==> config.mk <==
export PLATFORM = sky130hd
export DESIGN_NAME = imuldiv_three_mul_client
export DESIGN_NICKNAME = d
export VERILOG_FILES = /design/src/rtl/imuldiv_three_mul_client_pkg.sv /design/src/rtl/imuldiv_resp_serializer.sv /design/src/rtl/imuldiv_three_mul_client.sv
export SDC_FILE = /design/constraint.sdc
export NUM_CORES = 1
export LEC_CHECK = 0
export CAP_MARGIN = 20
export CORE_MARGIN = 2
export CORE_UTILIZATION = 43
export DETAILED_ROUTE_END_ITERATION = 12
export GPL_ROUTABILITY_DRIVEN = 0
export PLACE_DENSITY = 0.79
export SLEW_MARGIN = 20
export SYNTH_ARGS = -nofsm -noshare
export SYNTH_HDL_FRONTEND = slang
export SYNTH_SLANG_ARGS = --single-unit
==> constraint.sdc <==
create_clock -name clk -period 1.8 [get_ports clk]
set_input_delay 0.18 -clock clk [delete_from_list [all_inputs] [get_ports clk]]
set_output_delay 0.18 -clock clk [all_outputs]
set_load 0.005 [all_outputs]
==> src/rtl/imuldiv_three_mul_client_pkg.sv <==
// Shared types and constants for the three-operand multiply client.
// State encoding, beat indices, function code and slice helpers.
package imuldiv_three_mul_client_pkg;

  localparam int WORD_W   = 32;
  localparam int RESULT_W = 96;

  localparam logic [2:0] FN_MUL = 3'd0;

  localparam logic [1:0] BEAT_0 = 2'd0;
  localparam logic [1:0] BEAT_1 = 2'd1;
  localparam logic [1:0] BEAT_2 = 2'd2;

  typedef enum logic [1:0] {
    COLLECT = 2'd0,
    ISSUE   = 2'd1,
    WAIT    = 2'd2,
    EMIT    = 2'd3
  } client_state_e;

  function automatic logic [WORD_W-1:0] result_slice(input logic [RESULT_W-1:0] r,
                                                     input logic [1:0]          idx);
    logic [WORD_W-1:0] s;
    case (idx)
      BEAT_0:  s = r[31:0];
      BEAT_1:  s = r[63:32];
      BEAT_2:  s = r[95:64];
      default: s = {WORD_W{1'b0}};
    endcase
    return s;
  endfunction

  function automatic logic [15:0] sat_inc16(input logic [15:0] v);
    logic [15:0] n;
    if (v == 16'hFFFF) begin
      n = v;
    end else begin
      n = v + 16'd1;
    end
    return n;
  endfunction

endpackage

==> src/rtl/imuldiv_resp_serializer.sv <==
// Holds a latched 96-bit product and streams it out as three 32-bit
// val/rdy beats, low word first.
module imuldiv_resp_serializer
  import imuldiv_three_mul_client_pkg::*;
(
  input  logic                clk,
  input  logic                reset,
  input  logic                load,
  input  logic [RESULT_W-1:0] result,
  output logic [WORD_W-1:0]   out_msg,
  output logic                out_val,
  input  logic                out_rdy,
  output logic                done
);

  logic [RESULT_W-1:0] result_r;
  logic [1:0]          beat_r;
  logic [WORD_W-1:0]   out_msg_r;
  logic                out_val_r;
  logic                fire_s;
  logic                last_s;
  logic [1:0]          beat_nxt_s;

  // Handshake decode and next beat index
  always_comb begin
    fire_s     = out_val_r && out_rdy;
    last_s     = (beat_r == BEAT_2);
    beat_nxt_s = beat_r;
    if (last_s) begin
      beat_nxt_s = BEAT_0;
    end else begin
      beat_nxt_s = beat_r + 2'd1;
    end
  end

  // Result latch, beat counter and registered output word
  always_ff @(posedge clk or negedge reset) begin
    if (!reset) begin
      result_r  <= {RESULT_W{1'b0}};
      beat_r    <= BEAT_0;
      out_msg_r <= {WORD_W{1'b0}};
      out_val_r <= 1'b0;
    end else if (load) begin
      result_r  <= result;
      beat_r    <= BEAT_0;
      out_msg_r <= result_slice(result, BEAT_0);
      out_val_r <= 1'b1;
    end else if (fire_s) begin
      beat_r    <= beat_nxt_s;
      out_msg_r <= result_slice(result_r, beat_nxt_s);
      out_val_r <= !last_s;
    end
  end

  assign out_msg = out_msg_r;
  assign out_val = out_val_r;
  assign done    = fire_s && last_s;

endmodule

==> src/rtl/imuldiv_three_mul_client.sv <==
// Word-serial client for the three-input multiplier: collects A/B/C, issues
// one request, returns the 96-bit product as three beats. Optional perf
// counters are enabled by defining IMULDIV_CLIENT_PERF_EN.
module imuldiv_three_mul_client
  import imuldiv_three_mul_client_pkg::*;
#(
  parameter int unsigned TIMEOUT_CYCLES = 256,
  parameter logic [2:0]  FN_CODE        = FN_MUL
) (
  input  logic                clk,
  input  logic                reset,
  input  logic [WORD_W-1:0]   in_msg,
  input  logic                in_val,
  output logic                in_rdy,
  output logic [2:0]          muldivreq_msg_fn,
  output logic [WORD_W-1:0]   muldivreq_msg_a,
  output logic [WORD_W-1:0]   muldivreq_msg_b,
  output logic [WORD_W-1:0]   muldivreq_msg_c,
  output logic                muldivreq_val,
  input  logic                muldivreq_rdy,
  input  logic [RESULT_W-1:0] muldivresp_msg_result,
  input  logic                muldivresp_val,
  output logic                muldivresp_rdy,
  output logic [WORD_W-1:0]   out_msg,
  output logic                out_val,
  input  logic                out_rdy,
  output logic                err_timeout
`ifdef IMULDIV_CLIENT_PERF_EN
  ,
  output logic [31:0]         perf_txn_count,
  output logic [15:0]         perf_last_latency
`endif
);

  localparam logic        TIMEOUT_EN    = (TIMEOUT_CYCLES != 0);
  localparam logic [15:0] TIMEOUT_LIMIT = 16'(TIMEOUT_CYCLES);

  client_state_e     state_r;
  client_state_e     state_nxt_s;
  logic [1:0]        beat_r;
  logic [WORD_W-1:0] a_r;
  logic [WORD_W-1:0] b_r;
  logic [WORD_W-1:0] c_r;
  logic [15:0]       wait_cnt_r;
  logic              err_r;
  logic              in_rdy_s;
  logic              req_val_s;
  logic              resp_rdy_s;
  logic              in_fire_s;
  logic              resp_fire_s;
  logic              wd_hit_s;
  logic              ser_done_s;

  // Next-state and handshake-ready decode
  always_comb begin
    state_nxt_s = state_r;
    in_rdy_s    = 1'b0;
    req_val_s   = 1'b0;
    resp_rdy_s  = 1'b0;
    case (state_r)
      COLLECT: begin
        in_rdy_s = 1'b1;
        if (in_val && (beat_r == BEAT_2)) begin
          state_nxt_s = ISSUE;
        end else begin
          state_nxt_s = COLLECT;
        end
      end
      ISSUE: begin
        req_val_s = 1'b1;
        if (muldivreq_rdy) begin
          state_nxt_s = WAIT;
        end else begin
          state_nxt_s = ISSUE;
        end
      end
      WAIT: begin
        resp_rdy_s = 1'b1;
        if (muldivresp_val) begin
          state_nxt_s = EMIT;
        end else begin
          state_nxt_s = WAIT;
        end
      end
      EMIT: begin
        if (ser_done_s) begin
          state_nxt_s = COLLECT;
        end else begin
          state_nxt_s = EMIT;
        end
      end
      default: state_nxt_s = COLLECT;
    endcase
  end

  // Handshake events and watchdog threshold; a response on the limit cycle still flags
  always_comb begin
    in_fire_s   = in_rdy_s && in_val;
    resp_fire_s = resp_rdy_s && muldivresp_val;
    wd_hit_s    = TIMEOUT_EN && (state_r == WAIT) && ((wait_cnt_r + 16'd1) == TIMEOUT_LIMIT);
  end

  // State register
  always_ff @(posedge clk or negedge reset) begin
    if (!reset) begin
      state_r <= COLLECT;
    end else begin
      state_r <= state_nxt_s;
    end
  end

  // Operand capture indexed by input beat counter
  always_ff @(posedge clk or negedge reset) begin
    if (!reset) begin
      a_r    <= {WORD_W{1'b0}};
      b_r    <= {WORD_W{1'b0}};
      c_r    <= {WORD_W{1'b0}};
      beat_r <= BEAT_0;
    end else if (in_fire_s) begin
      case (beat_r)
        BEAT_0:  a_r <= in_msg;
        BEAT_1:  b_r <= in_msg;
        BEAT_2:  c_r <= in_msg;
        default: a_r <= a_r;
      endcase
      beat_r <= (beat_r == BEAT_2) ? BEAT_0 : (beat_r + 2'd1);
    end
  end

  // Watchdog counter (cleared while issuing) and sticky timeout flag
  always_ff @(posedge clk or negedge reset) begin
    if (!reset) begin
      wait_cnt_r <= 16'd0;
      err_r      <= 1'b0;
    end else begin
      if (state_r == ISSUE) begin
        wait_cnt_r <= 16'd0;
      end else if (state_r == WAIT) begin
        wait_cnt_r <= sat_inc16(wait_cnt_r);
      end
      if (wd_hit_s) begin
        err_r <= 1'b1;
      end
    end
  end

  imuldiv_resp_serializer u_ser (
    .clk     (clk),
    .reset   (reset),
    .load    (resp_fire_s),
    .result  (muldivresp_msg_result),
    .out_msg (out_msg),
    .out_val (out_val),
    .out_rdy (out_rdy),
    .done    (ser_done_s)
  );

`ifdef IMULDIV_CLIENT_PERF_EN
  logic [31:0] txn_cnt_r;
  logic [15:0] lat_cnt_r;
  logic [15:0] last_lat_r;

  // Transaction count and request-to-response latency, saturating
  always_ff @(posedge clk or negedge reset) begin
    if (!reset) begin
      txn_cnt_r  <= 32'd0;
      lat_cnt_r  <= 16'd0;
      last_lat_r <= 16'd0;
    end else begin
      if (ser_done_s) begin
        txn_cnt_r <= txn_cnt_r + 32'd1;
      end
      if ((state_r == ISSUE) || (state_r == WAIT)) begin
        lat_cnt_r <= sat_inc16(lat_cnt_r);
      end else begin
        lat_cnt_r <= 16'd0;
      end
      if (resp_fire_s) begin
        last_lat_r <= sat_inc16(lat_cnt_r);
      end
    end
  end

  assign perf_txn_count    = txn_cnt_r;
  assign perf_last_latency = last_lat_r;
`else
  // Performance counters compiled out; no extra state.
`endif

  assign in_rdy           = in_rdy_s;
  assign muldivreq_val    = req_val_s;
  assign muldivresp_rdy   = resp_rdy_s;
  assign muldivreq_msg_fn = FN_CODE;
  assign muldivreq_msg_a  = a_r;
  assign muldivreq_msg_b  = b_r;
  assign muldivreq_msg_c  = c_r;
  assign err_timeout      = err_r;

endmodule

### Word-level counts from Yosys, hierarchy flattened

Index checks and enable logic that the tools add are counted.

| storage, ports and cells | value |
|---|---|
| output and inout bits | 136 |
| bits of input ports | 134 |
| bits in registers | 248 |

| cells by class | value |
|---|---|
| muxes and demuxes | 20 |
| reductions and logical operators | 16 |
| equal/unequal tests | 11 |
| add/sub/neg operators | 3 |

Operators with widths:

| kind | count |
|---|---|
| $pmux 32 s3 | 1 |
| $mux 32 | 2 |
| $mux 16 | 3 |
| $add 16x1->16 const B | 1 |
| $eq 16x16->1 const B | 1 |
| $eq 16x9->1 const B | 1 |
| $mux 2 | 6 |
| $eq 2x2->1 const B | 5 |
| $pmux 2 s4 | 1 |
| $reduce_and 2->1 | 4 |
| $mux 1 | 7 |
| $eq 2x1->1 const B | 3 |
| $logic_and 1x1->1 | 6 |
| $logic_not 2->1 | 3 |
| $add 2x1->2 const B | 2 |
| $reduce_bool 2->1 | 2 |
| $ne 2x2->1 const B | 1 |
| $logic_not 1->1 | 1 |

### Depth between registers and ports, before layout

| depth | value |
|---|---|
| depth in word-level cells | 6 |
| gate-level depth with buffers | 8 |
| gate-level depth less buffers | 6 |

### Modules after synthesis

A second synthesis with hierarchy kept.

| unflattened totals | value |
|---|---|
| cells, all modules | 815 |
| area total of the unflattened synthesis | 10837.9 sq um |

Modules (own cells, without submodules):

| module | times used | seq. area each (sq um) | cells an instance | area each (sq um) |
|---|---|---|---|---|
| imuldiv_resp_serializer | 1 | 3278.1 | 439 | 5803.1 |
| imuldiv_three_mul_client | 1 | 2927.8 | 376 | 5034.8 |

### Least setup slack after synthesis

No wires, ideal clock.

| path | value |
|---|---|
| path type | register to register |
| start point | reg state_r[0] |
| end point | reg a_r[10], in the netlist muldivreq_msg_a[10] |
| setup time | 125 ps |
| cell stages (with the launch flop) | 7 |
| required time | 1675 ps |
| arrival time | 1808 ps |
| slack | -132 ps |
| period minus slack after synthesis | 1932 ps |
| buffers on the path | 1 |
| path through | dfrtp_1 -> inv_1 -> ha_1 -> nand2_1 -> nor3_1 -> buf_2 -> mux2_2 |

| on the way | value |
|---|---|
| longest elaborated chain between the ends | 4 |

RTL lines:

| what | line | RTL |
|---|---|---|
| start, declared | imuldiv_three_mul_client.sv:38 | `client_state_e state_r;` |
| start signal, assigned | imuldiv_three_mul_client.sv:108 | `state_r <= state_nxt_s;` |
| $logic_not 2->1 | imuldiv_three_mul_client.sv:60 | `case (state_r)` |
| $mux 1 | imuldiv_three_mul_client.sv:60 |  |
| via in_rdy | imuldiv_three_mul_client.sv:14 | `output logic in_rdy,` |
| $logic_and 1x1->1 | imuldiv_three_mul_client.sv:98 | `in_fire_s = in_rdy_s && in_val;` |
| $reduce_and 2->1 (no line) | - |  |
| end signal, assigned | imuldiv_three_mul_client.sv:115 | `a_r <= {WORD_W{1'b0}};` |
| end signal, assigned | imuldiv_three_mul_client.sv:121 | `BEAT_0: a_r <= in_msg;` |
| end signal, assigned | imuldiv_three_mul_client.sv:124 | `default: a_r <= a_r;` |
| end, declared | imuldiv_three_mul_client.sv:41 | `logic [WORD_W-1:0] a_r;` |

The timed path passes the listed nets, and every way through them passes these cells.
A chain may end at the register's enable or synchronous reset.

### Final worst setup path

| path | value |
|---|---|
| start point | reg wait_cnt_r[0] |
| end point | reg wait_cnt_r[12] |

| on the way | value |
|---|---|
| longest elaborated chain between the ends | 4 |
| elaborated cells between the ends (all ways) | 7 |
| classes of those cells | add/sub (1); eq/ne (2); mux (3); reduce/logical (1) |

RTL lines:

| what | line | RTL |
|---|---|---|
| start, declared | imuldiv_three_mul_client.sv:44 | `logic [15:0] wait_cnt_r;` |
| start signal, assigned | imuldiv_three_mul_client.sv:139 | `wait_cnt_r <= sat_inc16(wait_cnt_r);` |
| $add 16x1->16 | imuldiv_three_mul_client_pkg.sv:38 | `n = v + 16'd1;` |
| $mux 16 | imuldiv_three_mul_client_pkg.sv:35 | `if (v == 16'hFFFF) begin` |
| $mux 16 | imuldiv_three_mul_client.sv:138 | `end else if (state_r == WAIT) begin` |
| $mux 16 | imuldiv_three_mul_client.sv:136 | `if (state_r == ISSUE) begin` |

Several ways; a longest one is shown, not always the timed one. The select of a mux whose other input is x is not followed.

==> flow_metrics.env <==
export IMPL_cts_buffers=27
export IMPL_totalPowerFinal_mw=21.3
export IMPL_dieArea_um2=26200
export IMPL_initial_core_util_pct=44.0
export IMPL_critPathMaxStageDelay_ps=390
export IMPL_postRouteAntennaNets=0
export IMPL_power_leakage_nw=7.17
export IMPL_yosys_area_share_simple_pct=15.6
export IMPL_syn_area_um2=10700
export IMPL_use_met3_pct=5.01
export IMPL_rows=57
export IMPL_ys_types=57
export IMPL_muxShareOfSynthArea_pct=16.1
export IMPL_grt_max_degree=58
export IMPL_vias=8421
export IMPL_synth_compound_area_share_pct=6.47
export IMPL_r2r_cells=7
export IMPL_holdWs_ps=167
export IMPL_dp_cells=1606
export IMPL_insertion_delay_ps=530
export IMPL_worstPathRequired_ps=2200
export IMPL_final_max_slew_viol_count=0
export IMPL_met1_usage_pct=25.6
export IMPL_h_tree_depth=1
export IMPL_fin_crit_sh_pct=99.0
export IMPL_rsz0062_at_grt="true"
export IMPL_cts_buffer_depth=3
export IMPL_seq_area_frac_synth_pct=57.8
export IMPL_synthArstFlopShare_pct=100
export IMPL_synth_xor_area_share_pct=0.326
export IMPL_synth_main_ff_cell="dfrtp_1"
export IMPL_synthCells=1013
export IMPL_cp_num_buf_inv=1
export IMPL_grt_total_usage_pct=21.1
export IMPL_cpLargestDelayFamily="compound AO/OA/AOI/OAI gates"
export IMPL_final_cells=1658
export IMPL_start_kind="flip-flop"
export IMPL_firstDrtPassIters=4
export IMPL_synth_edff_count=0
export IMPL_avgSynthCellArea_um2=10.6
export IMPL_detail_route_iter0_violations=423
export IMPL_min_path_type="input port to async pin"
export IMPL_fin_nets=1457
export IMPL_first_global_vias=8632
export IMPL_drt_wirelength_per_cell_um=16.7
export IMPL_powerDensity_nw_per_um2=1410
export IMPL_synth_seq_cells=248
export IMPL_clockRootBuffer="clkbuf_16"
export IMPL_ios=270
export IMPL_hold_viol=0
export IMPL_area_delta_synth_final_pct=41.1
export IMPL_fp_dieH_um=162
export IMPL_grt_antenna_before_repair=1
export IMPL_synthAdderAreaFrac_pct=0.583
export IMPL_wl_mm=27.6
export IMPL_route_detailed_drc=0
export IMPL_drive_gt1_share_pct=18.0
export IMPL_status="finished clean"
export IMPL_pre_cts_slack_ps=-32.8
export IMPL_globalRouteMet2Util_pct=37.2
export IMPL_via_per_inst=5.08
export IMPL_max_cap_viol_count=0
export IMPL_fp_coreArea_um2=24400
export IMPL_cp_num_cells=7
export IMPL_cts_sinks=248
export IMPL_path_max_fanout=6
export IMPL_worstPathCellList="ha_4, nand3_2, or2_4, o31a_1, buf_6, a21oi_4, o22ai_2"
export IMPL_setup_violations=0
export IMPL_cts_tree="done"
export IMPL_cp_slowest_cell="dfrtp_1"
export IMPL_die_w_um=162
export IMPL_min_period_ps=1780
export IMPL_dpl_hpwl_mm=19.4
export IMPL_fin_skew_ps=8.02
export IMPL_final_common_cell="nand2_1"
export IMPL_clkTransAtPathRegs_ps=60
export IMPL_vdd_drop_max_mv=1.20
export IMPL_layout_common_cells="nand2_1, clkdlybuf4s50_1, dfrtp_1, mux2_2, o21ai_0"
export IMPL_yosys_warnings=0
export IMPL_io_buffers=266
export IMPL_fill_cells=1997
export IMPL_arrival_ps=2180
export IMPL_setup_ws_ps=17.2
export IMPL_cp_end_kind="flip-flop"
export IMPL_grt_overflow=0
export IMPL_fmax_mhz=561
export IMPL_fin_setup_tns_ps=0
export IMPL_grt_pass1_wl_mm=44.7
export IMPL_synth_top_family_by_area="multiplexers"
export IMPL_crit_type="flip-flop to flip-flop"
export IMPL_top_usage_layer="met2"
[per-stage QoR]
step           util (%)  area (um2)
3_5_place_dp       58.3       14200
2_1_floorplan         -       10800
6_report           62.1       15100
5_1_grt            62.1       15100
4_1_cts            61.9       15100
3_3_place_gp       58.3       14200
[state kept, by name (all words and copies together), names as in the netlist]
| signal | flops |
|---|---|
| u_ser.out_val | 1 |
| err_timeout | 1 |
| u_ser.result_r | 96 |
| u_ser.beat_r | 2 |
| state_r | 2 |
| muldivreq_msg_a | 32 |
| muldivreq_msg_c | 32 |
| beat_r | 2 |
| wait_cnt_r | 16 |
| u_ser.out_msg | 32 |
| muldivreq_msg_b | 32 |
[synth_stat cells, types with 2 or more instances]
master / number / share of area [%]
nor2_1: 12 / 0.42
nand3b_1: 3 / 0.21
a21oi_2: 6 / 0.49
xor2_1: 2 / 0.16
and2_2: 2 / 0.14
a31oi_1: 5 / 0.29
inv_1: 7 / 0.24
nor3b_1: 2 / 0.14
ha_1: 5 / 0.58
mux2i_1: 65 / 6.1
or2_1: 2 / 0.12
and2_1: 3 / 0.17
nor4_1: 4 / 0.23
o21a_1: 2 / 0.14
nor2b_1: 5 / 0.29
buf_2: 7 / 0.33
a21oi_1: 7 / 0.33
or3_1: 2 / 0.12
buf_6: 5 / 0.52
xnor2_1: 2 / 0.16
clkbuf_1: 41 / 1.4
dfrtp_1: 248 / 58
o21ai_1: 6 / 0.28
mux2_2: 96 / 10
nand4b_1: 2 / 0.16
nor3_1: 6 / 0.28
nand2_1: 353 / 12
buf_1: 2 / 0.070
buf_4: 5 / 0.35
a221oi_1: 2 / 0.16
o31ai_1: 2 / 0.14
nand3_1: 8 / 0.37
o21ai_0: 70 / 3.3
[worst paths after layout]
path / from / to / slack (ps)
setup / recovery: wait_cnt_r[0]$_DFFE_PN0P_ / wait_cnt_r[12]$_DFFE_PN0P_ / 20
hold / removal: reset / u_ser.result_r[50]$_DFFE_PN0P_ / 170
setup reg to reg: wait_cnt_r[0]$_DFFE_PN0P_ / wait_cnt_r[12]$_DFFE_PN0P_ / 20
hold reg to reg: u_ser.result_r[62]$_DFFE_PN0P_ / u_ser.result_r[62]$_DFFE_PN0P_ / 470
max in group asynchronous: reset / u_ser.result_r[94]$_DFFE_PN0P_ / 960
min in group clk: muldivresp_msg_result[41] / u_ser.result_r[41]$_DFFE_PN0P_ / 170
[report_power, final]
group | total [mW] | switching [mW] | leakage (nW) | internal [mW]
Combinational | 7.79 | 3.04 | 3.58 | 4.75
Sequential | 8.48 | 1.02 | 3.21 | 7.46
Clock | 5.00 | 2.10 | 0.387 | 2.90
Total | 21.3 | 6.17 | 7.17 | 15.1
[per-layer routing]
layer | vias up | wire length (um)
met1 | 4148 | 11000
li1 | 3989 | -
met4 | 0 | 824
met3 | 58 | 1640
met5 | - | 0
met2 | 226 | 14200
[area by class of cell]
class                   count  area [um2]  share of cell area (%)
multi-input cells         699        4310                    28.4
clock buffers              39         761                    5.02
clock inverters             5        31.3                   0.207
diodes                      1        2.50                  0.0165
well taps                 324         405                    2.68
inverters                   7        26.3                   0.174
repair buffers            335        3400                    22.5
flip-flops and latches    248        6210                    41.0
[repair_timing]
action | 4_1_cts | 5_1_grt
gates resized for setup | 14 | 17
hold buffers | 1 | 0
setup endpoints to repair | 10 | 80
pin swaps | 5 | 8
endpoints found under the hold margin | 116 | 0
setup buffers | 7 | 0
[worst register-to-register path, stage by stage, from the launching register on]
cell and delay (ps):
dfrtp_1 390, ha_4 150, nand3_2 60, or2_4 290, o31a_1 390, buf_6 170, a21oi_4 120, o22ai_2 70
[cells by family after synthesis]
family,Yosys count
AO/OA/AOI/OAI,114
XOR/XNOR,4
adder cells (fa/ha/maj),5
buffers and inverters,68
flip-flops,248
multiplexers,161
other,1
AND/OR/NAND/NOR,412
No activity file was read; power rests on OpenSTA's default activity.
